===== src/rtl/uart_word_receiver.sv =====
// 8N1 UART receiver (LSB first) with 16x-style oversampling, majority voting and
// assembly of WORD_WIDTH bytes into one valid/ready output word.
module uart_word_receiver #(
  parameter int CLK_FREQUENCY = 10000000,
  parameter int BAUD_RATE     = 57600,
  parameter int OVERSAMPLE    = 16,
  parameter int WORD_WIDTH    = 1
) (
  input  logic                      clk,
  input  logic                      reset_n,
  input  logic                      rx,
  output logic [WORD_WIDTH*8-1:0]   out_data,
  output logic                      out_valid,
  input  logic                      out_ready,
  output logic                      frame_err,
  output logic                      overrun
);

  localparam int DIV = (CLK_FREQUENCY + BAUD_RATE * OVERSAMPLE / 2) / (BAUD_RATE * OVERSAMPLE);
  localparam int DW  = (DIV > 1) ? $clog2(DIV) : 1;
  localparam int SW  = $clog2(OVERSAMPLE);
  localparam int BW  = (WORD_WIDTH > 1) ? $clog2(WORD_WIDTH) : 1;

  if (OVERSAMPLE < 8 || (OVERSAMPLE % 2) != 0) begin : g_bad_oversample
    $error("OVERSAMPLE must be even and at least 8");
  end

  typedef enum logic [1:0] {
    IDLE  = 2'd0,
    START = 2'd1,
    DATA  = 2'd2,
    STOP  = 2'd3
  } state_t;

  // Whole FSM state in one struct so checkers can bind to a single signal.
  typedef struct packed {
    state_t        state;
    logic [SW-1:0] sub_cnt;
    logic [2:0]    bit_idx;
    logic          armed;
  } fsm_t;

  fsm_t fsm_q;
  fsm_t fsm_d;

  // Free-running baud prescaler; never realigned to the line.
  logic [DW-1:0] div_cnt;
  logic          tick;

  assign tick = (div_cnt == DW'(DIV - 1));

  always_ff @(posedge clk or negedge reset_n) begin
    if (!reset_n) begin
      div_cnt <= '0;
    end else if (tick) begin
      div_cnt <= '0;
    end else begin
      div_cnt <= div_cnt + DW'(1);
    end
  end

  logic [1:0] sync_q;
  logic       rxs;

  assign rxs = sync_q[1];

  always_ff @(posedge clk or negedge reset_n) begin
    if (!reset_n) begin
      sync_q <= 2'b11;
    end else begin
      sync_q <= {sync_q[0], rx};
    end
  end

  // sub_cnt holds the sub-tick index of the last processed tick; sub_idx is the
  // index of the tick being processed now. The vote resolves on the late sample.
  logic [SW-1:0] sub_idx;
  logic          samp_early;
  logic          samp_mid;
  logic          samp_late;
  logic          s_early;
  logic          s_mid;
  logic          vote;
  logic          data_shift;
  logic          byte_done;
  logic          stop_bad;

  assign sub_idx    = (fsm_q.sub_cnt == SW'(OVERSAMPLE - 1)) ? '0 : fsm_q.sub_cnt + SW'(1);
  assign samp_early = (sub_idx == SW'(OVERSAMPLE / 2 - 1));
  assign samp_mid   = (sub_idx == SW'(OVERSAMPLE / 2));
  assign samp_late  = (sub_idx == SW'(OVERSAMPLE / 2 + 1));
  assign vote       = (s_early & s_mid) | (s_early & rxs) | (s_mid & rxs);

  always_comb begin
    fsm_d      = fsm_q;
    data_shift = 1'b0;
    byte_done  = 1'b0;
    stop_bad   = 1'b0;
    if (tick) begin
      case (fsm_q.state)
        IDLE: begin
          if (rxs) begin
            fsm_d.armed = 1'b1;
          end else if (fsm_q.armed) begin
            fsm_d.state   = START;
            fsm_d.sub_cnt = '0;
          end
        end
        START: begin
          fsm_d.sub_cnt = sub_idx;
          if (samp_late) begin
            if (vote) begin
              fsm_d.state   = IDLE;
              fsm_d.sub_cnt = '0;
              fsm_d.armed   = 1'b1;
            end else begin
              fsm_d.state   = DATA;
              fsm_d.bit_idx = 3'd0;
            end
          end
        end
        DATA: begin
          fsm_d.sub_cnt = sub_idx;
          if (samp_late) begin
            data_shift = 1'b1;
            if (fsm_q.bit_idx == 3'd7) begin
              fsm_d.state = STOP;
            end else begin
              fsm_d.bit_idx = fsm_q.bit_idx + 3'd1;
            end
          end
        end
        STOP: begin
          fsm_d.sub_cnt = sub_idx;
          if (samp_late) begin
            fsm_d.state   = IDLE;
            fsm_d.sub_cnt = '0;
            fsm_d.bit_idx = 3'd0;
            if (vote) begin
              byte_done   = 1'b1;
              fsm_d.armed = 1'b1;
            end else begin
              // A break keeps the line low; require it to go high before re-arming.
              stop_bad    = 1'b1;
              fsm_d.armed = 1'b0;
            end
          end
        end
        default: begin
          fsm_d.state   = IDLE;
          fsm_d.sub_cnt = '0;
          fsm_d.armed   = 1'b0;
        end
      endcase
    end
  end

  always_ff @(posedge clk or negedge reset_n) begin
    if (!reset_n) begin
      fsm_q.state   <= IDLE;
      fsm_q.sub_cnt <= '0;
      fsm_q.bit_idx <= '0;
      fsm_q.armed   <= 1'b0;
    end else begin
      fsm_q <= fsm_d;
    end
  end

  logic [7:0]              shreg;
  logic [BW-1:0]           byte_cnt;
  logic [WORD_WIDTH*8-1:0] word_buf;
  logic [WORD_WIDTH*8-1:0] word_next;
  logic                    word_done;

  always_comb begin
    word_next = word_buf;
    for (int i = 0; i < WORD_WIDTH; i++) begin
      if (byte_cnt == BW'(i)) begin
        word_next[i*8 +: 8] = shreg;
      end
    end
  end

  assign word_done = byte_done && (byte_cnt == BW'(WORD_WIDTH - 1));

  always_ff @(posedge clk or negedge reset_n) begin
    if (!reset_n) begin
      s_early  <= 1'b0;
      s_mid    <= 1'b0;
      shreg    <= '0;
      byte_cnt <= '0;
      word_buf <= '0;
    end else begin
      if (tick && fsm_q.state != IDLE) begin
        if (samp_early) s_early <= rxs;
        if (samp_mid)   s_mid   <= rxs;
      end
      if (data_shift) begin
        shreg <= {vote, shreg[7:1]};
      end
      if (stop_bad) begin
        byte_cnt <= '0;
      end else if (byte_done) begin
        word_buf <= word_next;
        byte_cnt <= word_done ? '0 : byte_cnt + BW'(1);
      end
    end
  end

  // Output handshake: a word transfers on any edge where out_valid && out_ready.
  // out_data is only loaded while out_valid is low or being consumed that edge,
  // so it is stable whenever out_valid is high; a word arriving otherwise is
  // dropped and flagged with a one-clock overrun pulse.
  always_ff @(posedge clk or negedge reset_n) begin
    if (!reset_n) begin
      out_data  <= '0;
      out_valid <= 1'b0;
      frame_err <= 1'b0;
      overrun   <= 1'b0;
    end else begin
      frame_err <= stop_bad;
      overrun   <= word_done && out_valid && !out_ready;
      if (word_done && (!out_valid || out_ready)) begin
        out_data  <= word_next;
        out_valid <= 1'b1;
      end else if (out_valid && out_ready) begin
        out_valid <= 1'b0;
      end
    end
  end

endmodule


===== config.mk =====
export PLATFORM = sky130hd
export DESIGN_NAME = uart_word_receiver
export DESIGN_NICKNAME = d
export VERILOG_FILES = /design/src/rtl/uart_word_receiver.sv
export SDC_FILE = /design/constraint.sdc
export NUM_CORES = 1
export LEC_CHECK = 0
export CORE_MARGIN = 4
export CORE_UTILIZATION = 40
export CTS_BUF_LIST = sky130_fd_sc_hd__clkbuf_8
export CTS_CLUSTER_DIAMETER = 120
export DETAILED_ROUTE_END_ITERATION = 12
export SLEW_MARGIN = 20
export SYNTH_ARGS = -nofsm -noshare
export SYNTH_HDL_FRONTEND = slang
export SYNTH_SLANG_ARGS = --single-unit

===== constraint.sdc =====
create_clock -name clk -period 2.25 [get_ports clk]
set_clock_uncertainty 0.05 [all_clocks]
set_input_delay 0.225 -clock clk [delete_from_list [all_inputs] [get_ports clk]]
set_output_delay 0.225 -clock clk [all_outputs]
set_load 0.01 [all_outputs]

==> impl_metrics.toml <==
[worst_setup_path]
critical_path_class = "flip-flop to flip-flop"
crit_buf_inv = 0
max_stage_delay_ps = 590
path_cells = "ha_1, and4bb_2, a31oi_4, or4_4, mux2_4"
cp.arrival_ps = 2290
cp-start-kind = "flip-flop"
worst_setup_path_end_kind = "flip-flop"
rr_worst_depth = 5
cp_slowest_cell = "or4_4"
cp_data_required_time_ps = 2390
crit_cells = 5
crit_family = "simple AND/OR/NAND/NOR gates"
cp_max_fo = 6

[clock_network]
htree_levels = 2
root_buffer = "clkbuf_8"
numCtsBuffers = 5
clk_latency_ps = 300
cts_setup_buffers = 0
tritoncts = "yes"
path_clk_slew_ps = 90
clock_path_buffers = 2
cts_sinks = 46

[power_and_ir_drop]
power.density_mw_per_mm2 = 554
fin_total_pwr_uw = 1460
p_int_uw = 1120
irDropWorstVdd_v = 0.000381
pwr-share-seq = 0.580
power_frac_clock = 0.360
p_comb_frac = 0.059
p_switching_uw = 342
switching_share = 0.234
p_leak_uw = 0.00121

[drt]
drtPass1Iterations = 4
via_per_inst = 5.26
wl_met2_um = 2240
highest_layer = "met4"
drc = 0
vias = 1453
met3WireLength_um = 85
drt-met1-wl_um = 1890
wl_per_cell_um = 15.6
drt_iter0_drc = 89
wirelength_um = 4290
ant_nets = 0

[layout]
nets = 215
ff_latch_area_mm2 = 0.00116
nFillCells = 468
multi_input_area_mm2 = 0.00101
syn_to_final_growth_pct = 18.8
drive_above_1_share = 0.354
n_antenna_cell = 0

[sta]
fin_crit_sh = 0.954
worst_pin_slew_ps = 448
hold_violations = 0
slew_violations = 0
setup_viol = 0
rsz0062_at_grt = "false"
worst_slew_margin_rel = 0.697
fin_setup_tns_ps = 0
finalCriticalPeriod_ps = 2150
clock.fmax_mhz = 466

[floorplanning]
num_io_pins = 15
core_area_mm2 = 0.00524
die_h_um = 82.5
die_w_um = 82.5
die_area_mm2 = 0.00680
floorplan.initialDensity = 0.424
rows = 26

[logic_synthesis]
synthesis.instances = 176
syn_area_per_cell_um2 = 12.6
yosys.cell_types.count = 43
syn_nets = 186
synth_edf_count = 0
async_flop_share = 1.00
synth_ff_type = "dfrtp_1"
yosysSeqAreaShare = 0.520
ys_warn_count = 0
ys_seq_elements = 46
synth.cell_area_mm2 = 0.00222

[grt]
grt_max_degree = 30
grt_pass1_wl_um = 7580
grt_pass1_vias = 1555
antenna_found_initial = 0
grt_overflow_total = 0
grt.total_usage = 0.150

[run_status]
status = "complete, no violations"

[run]
maxCapViolations = 0

[placement]
dp_hpwl_um = 3200
portBuffers = 14
place_congestion = 0.787

[worst_hold_path]
hp-class = "input port to flip-flop"
hold_path_depth = 1
==> cell usage after synthesis (3+ instances only) <==
library cell	count	area, µm²
inv_1	7	26.3
mux2_2	36	405
clkbuf_1	3	11.3
dfrtp_1	44	1100
nand3_1	6	30.0
nor2_1	5	18.8
nor3_1	3	15.0
nor2b_1	5	31.3
ha_1	6	75.1
o21ai_0	7	35.0
nand2_1	13	48.8
a21oi_1	3	15.0
==> power by group through the flow <==
stage / logic [µW] / registers [µW] / clock network (µW)
2_1_floorplan: 44.0 / 861 / 0
3_5_place_dp: 86.8 / 862 / 0
5_1_grt: 100 / 850 / 575
3_3_place_gp: 81.7 / 861 / 0
4_1_cts: 88.1 / 846 / 541
6_report: 86.8 / 848 / 526
==> worst reg2reg max path, delay by kind of cell, from the launching register on <==
kind	cells	cell delay, ps
compound gates	1	70
fa+ha+maj	1	220
flops	1	460
mux	1	310
simple gates	2	930
==> layout make-up <==
type / count / area share
Clock buffer: 6 / 0.0313
Timing Repair Buffer: 27 / 0.0987
Sequential cell: 46 / 0.439
Tap cell: 70 / 0.0332
Inverter: 7 / 0.00997
Clock inverter: 2 / 0.00475
Multi-Input combinational cell: 118 / 0.383
==> cell usage in the layout, fill, tap and decap left out, types with 2 or more instances in the layout <==
master / Yosys / routed
buf_4: 0 / 10
a21oi_1: 3 / 3
xnor2_1: 2 / 2
or4_4: 2 / 2
nand3_1: 6 / 6
nor3_1: 3 / 3
o21ai_0: 7 / 7
dfstp_2: 2 / 2
nand4_1: 2 / 2
inv_1: 7 / 6
ha_1: 6 / 6
dfrtp_1: 44 / 42
nor2b_1: 5 / 5
nor2_1: 5 / 5
dfrtp_2: 0 / 2
nand2b_1: 2 / 2
clkbuf_8: 0 / 6
a22o_1: 2 / 2
nand2_1: 13 / 13
clkdlybuf4s50_1: 0 / 13
mux2i_1: 2 / 2
mux2_2: 36 / 36
buf_12: 0 / 2
==> metrics by stage <==
step | hold slack, ps | instance area (µm²) | cells | utilization | setup slack (ps)
6_report | 272 | 2640 | 276 | 0.503 | 102
5_1_grt | 288 | 2640 | 276 | 0.503 | 10.6
4_1_cts | 269 | 2630 | 276 | 0.503 | 44.9
3_5_place_dp | 144 | 2530 | 267 | 0.483 | 57.7
3_3_place_gp | 130 | 2530 | 267 | 0.483 | 156
2_1_floorplan | -121 | 2220 | 176 | - | 56.0
==> state kept, by name (all words and copies together) (netlist names), named ones only <==
name       cells
byte_cnt       1
div_cnt        4
frame_err      1
fsm_q          9
out_data       8
out_valid      1
overrun        1
s_early        1
s_mid          1
shreg          8
sync_q         2
word_buf       8
==> routing by layer <==
layer  track usage  vias to the layer above
met1         0.184                      729
met5             0                        -
met3        0.0260                        7
li1              -                      694
met2         0.261                       23
met4        0.0598                        0
==> worst paths after layout <==
kind	startpoint	to	slack [ps]
max	fsm_q[4]	fsm_q[1]	100
min	rx	sync_q[0]	270
max reg2reg	fsm_q[4]	fsm_q[1]	100
max in group asynchronous	reset_n	word_buf[1]	1290
min reg2reg	sync_q[0]	sync_q[1]	310
min in group asynchronous	reset_n	div_cnt[1]	350
==> cells by family (layout without fill, tap and decap cells) <==
logic type                 after synthesis  in the layout  share of synthesized area
buffers and inverters                   12             42                     0.0243
adders and majority gates                7              7                     0.0389
DFF                                     46             46                      0.520
and+or+nand+nor                         47             47                      0.131
AOI/OAI and AO/OA                       23             23                     0.0795
muxes                                   39             39                      0.199
xor gates and xnor gates                 2              2                    0.00790
==> repair_timing <==
item	CTS	global route
hold endpoints to repair	15	0
resized for setup	0	3
hold buffers	1	0
setup endpoints to repair	0	1
Note: power is estimated with default switching activity, not from simulation.
==> RTL edit (same settings) <==
Remove the register `frame_err`: a continuous assignment takes its place, so the output `frame_err` follows one clock earlier.
--- a/src/rtl/uart_word_receiver.sv
+++ b/src/rtl/uart_word_receiver.sv
@@ -215,10 +215,8 @@
     if (!reset_n) begin
       out_data  <= '0;
       out_valid <= 1'b0;
-      frame_err <= 1'b0;
       overrun   <= 1'b0;
     end else begin
-      frame_err <= stop_bad;
       overrun   <= word_done && out_valid && !out_ready;
       if (word_done && (!out_valid || out_ready)) begin
         out_data  <= word_next;
@@ -229,5 +227,7 @@
     end
   end
 
+  assign frame_err = stop_bad;
+
 endmodule
 
Function: same outputs for any inputs over 10 cycles, from zero or initial values and one cycle with reset_n low; that may be too few to reach the edited logic, so the function may still have changed.
==> RTL edit against the original RTL <==
Design area decreased by 0.76%. Sequential share of layout area decreased by 0.72 points. Critical path depth up 1. Power fell by 2.1%. Count of clock-buffer cells in the layout fell by 1. Routed wire length down 1.9%. First-iteration DRC count increased by 89%. Setup slack better by 0.011 ns. Area after synthesis is 1.1% lower. Sequential cell count decreased by 1. Utilization shrank 0.070 points.
==> RTL edit: results (changes against the original RTL) <==
[global_route]
gr-usage-met3_pct=3.509  ; +0.91 points
grt_pass1_wl_mm=7.148  ; -5.7%
antenna_found_initial=0  ; unchanged
grt_max_degree=18  ; -40%
grt_pass1_vias=1509  ; -3.0%
grtUsageTotal_pct=14.22  ; -0.82 points
gr-usage-met2_pct=22.46  ; -3.7 points
met1_usage_pct=18.28  ; -0.15 points

[synthesis]
synth_commonest_cells=dfrtp_1, mux2_2, nand2_1
seq_area_frac_synth_pct=51.45  ; -0.55 points
syn_avg_cell_area_um2=12.53  ; -0.56%
synth.net_count=185  ; -0.54%
synth.area.top_cells=dfrtp_1, mux2_2, ha_1

[route]
top_layer=met4
met3_length_um=180  ; +110%
dr_wl_met2_mm=1.966  ; -12%
drt-met1-wl_mm=1.945  ; +2.7%
vias_per_cell=5.265  ; about the same
drt-initial-drc-count=168  ; +89%
wirelength_mm=4.211  ; -1.9%

[layout]
layout.cells.non_filler=279  ; +1.1%
fill_cells=473  ; +1.1%
largest_reg_flops=9  ; unchanged
n_antenna_cell=0  ; unchanged
layout-drive-gt1-share_pct=35.89  ; +0.45 points
nets=218  ; +1.4%

[clock_network]
post_cts_buffers=1  ; +1
hold_buffers=1  ; unchanged
clockRootBuffer=clkbuf_8
clk_latency_ns=0.30  ; about the same
cts-resized-gates=1  ; +1
cts_max_path_buffers=2  ; unchanged

[power]
irDropWorstVdd_mv=0.2906  ; -24%
intPower_mw=1.077  ; -3.8%
p_leak_nw=1.216  ; +0.64%
p_sw_share_pct=24.71  ; +1.3 points
pg_seq_uw=832  ; -2%
pg_comb_uw=88.6  ; +2%

[placement]
dpl.hpwl_mm=3.052  ; -4.6%
gp_congestion=0.8107  ; +3.0%
dpl.cell_count=269  ; +0.75%
pre_cts_ws_ns=0.07542  ; +0.01772 ns

[setup_path]
cp_top_family=simple AND/OR/NAND/NOR gates
slowest_stage=or4_4
startpoint=fsm_q[5]
critPathCaptureType=flip-flop
crit_fanout=5  ; -1
r2r_end=fsm_q[1]
critPathArrivalTime_ns=2.28

[timing]
hold_violations=0  ; unchanged
tightestPinTransition_ns=0.4132  ; -0.03470 ns

[status]
status=finished, final reports clean

-- RTL edit: cell count changes after synthesis --
cell | before | now
dfrtp_1 | 44 | 43
-- RTL edit: worst reg2reg max path, cell delays in order (launching register included) --
cell      delay, ns
dfrtp_1        0.44
inv_1          0.11
ha_1           0.18
and4bb_2       0.29
a31oi_4        0.05
or4_4          0.59
mux2_4         0.32
-- RTL edit: cells by family (layout without fill, tap and decap cells) --
family / Yosys count / after routing / share of synthesized area [%]
AOI/OAI and AO/OA: 23 / 23 / 8.044
xor gates and xnor gates: 2 / 2 / 0.7988
adders and majority gates: 7 / 7 / 3.936
buffers and inverters: 12 / 46 / 2.453
DFF: 45 / 45 / 51.45
muxes: 39 / 39 / 20.08
and+or+nand+nor: 47 / 47 / 13.23
-- RTL edit: through the flow --
stage / instance area [µm²] / hold WS, ns
6_report: 2616 / 0.2769
5_1_grt: 2616 / 0.2744
4_1_cts: 2620 / 0.2722
3_5_place_dp: 2514 / 0.1180
3_3_place_gp: 2514 / 0.1119
2_1_floorplan: 2193 / -0.1206
-- RTL edit: cell type report --
class / count / area share [%]
Clock buffer: 5 / 2.630
Clock inverter: 3 / 0.8130
Inverter: 7 / 1.004
Multi-Input combinational cell: 118 / 38.64
Sequential cell: 45 / 43.14
Tap cell: 70 / 3.348
Timing Repair Buffer: 31 / 10.43
-- RTL edit: worst min path at each step --
stage	startpoint	endpoint	slack [ns]	cells after the start
after floorplan	reset_n	asynchronous set/reset pin	-0.12	0
after global placement	reset_n	fsm_q[6]	0.11	1
after detailed placement	reset_n	fsm_q[2]	0.12	1
after CTS	rx	sync_q[0]	0.27	1
after global routing	rx	sync_q[0]	0.27	1
final	rx	sync_q[0]	0.28	1
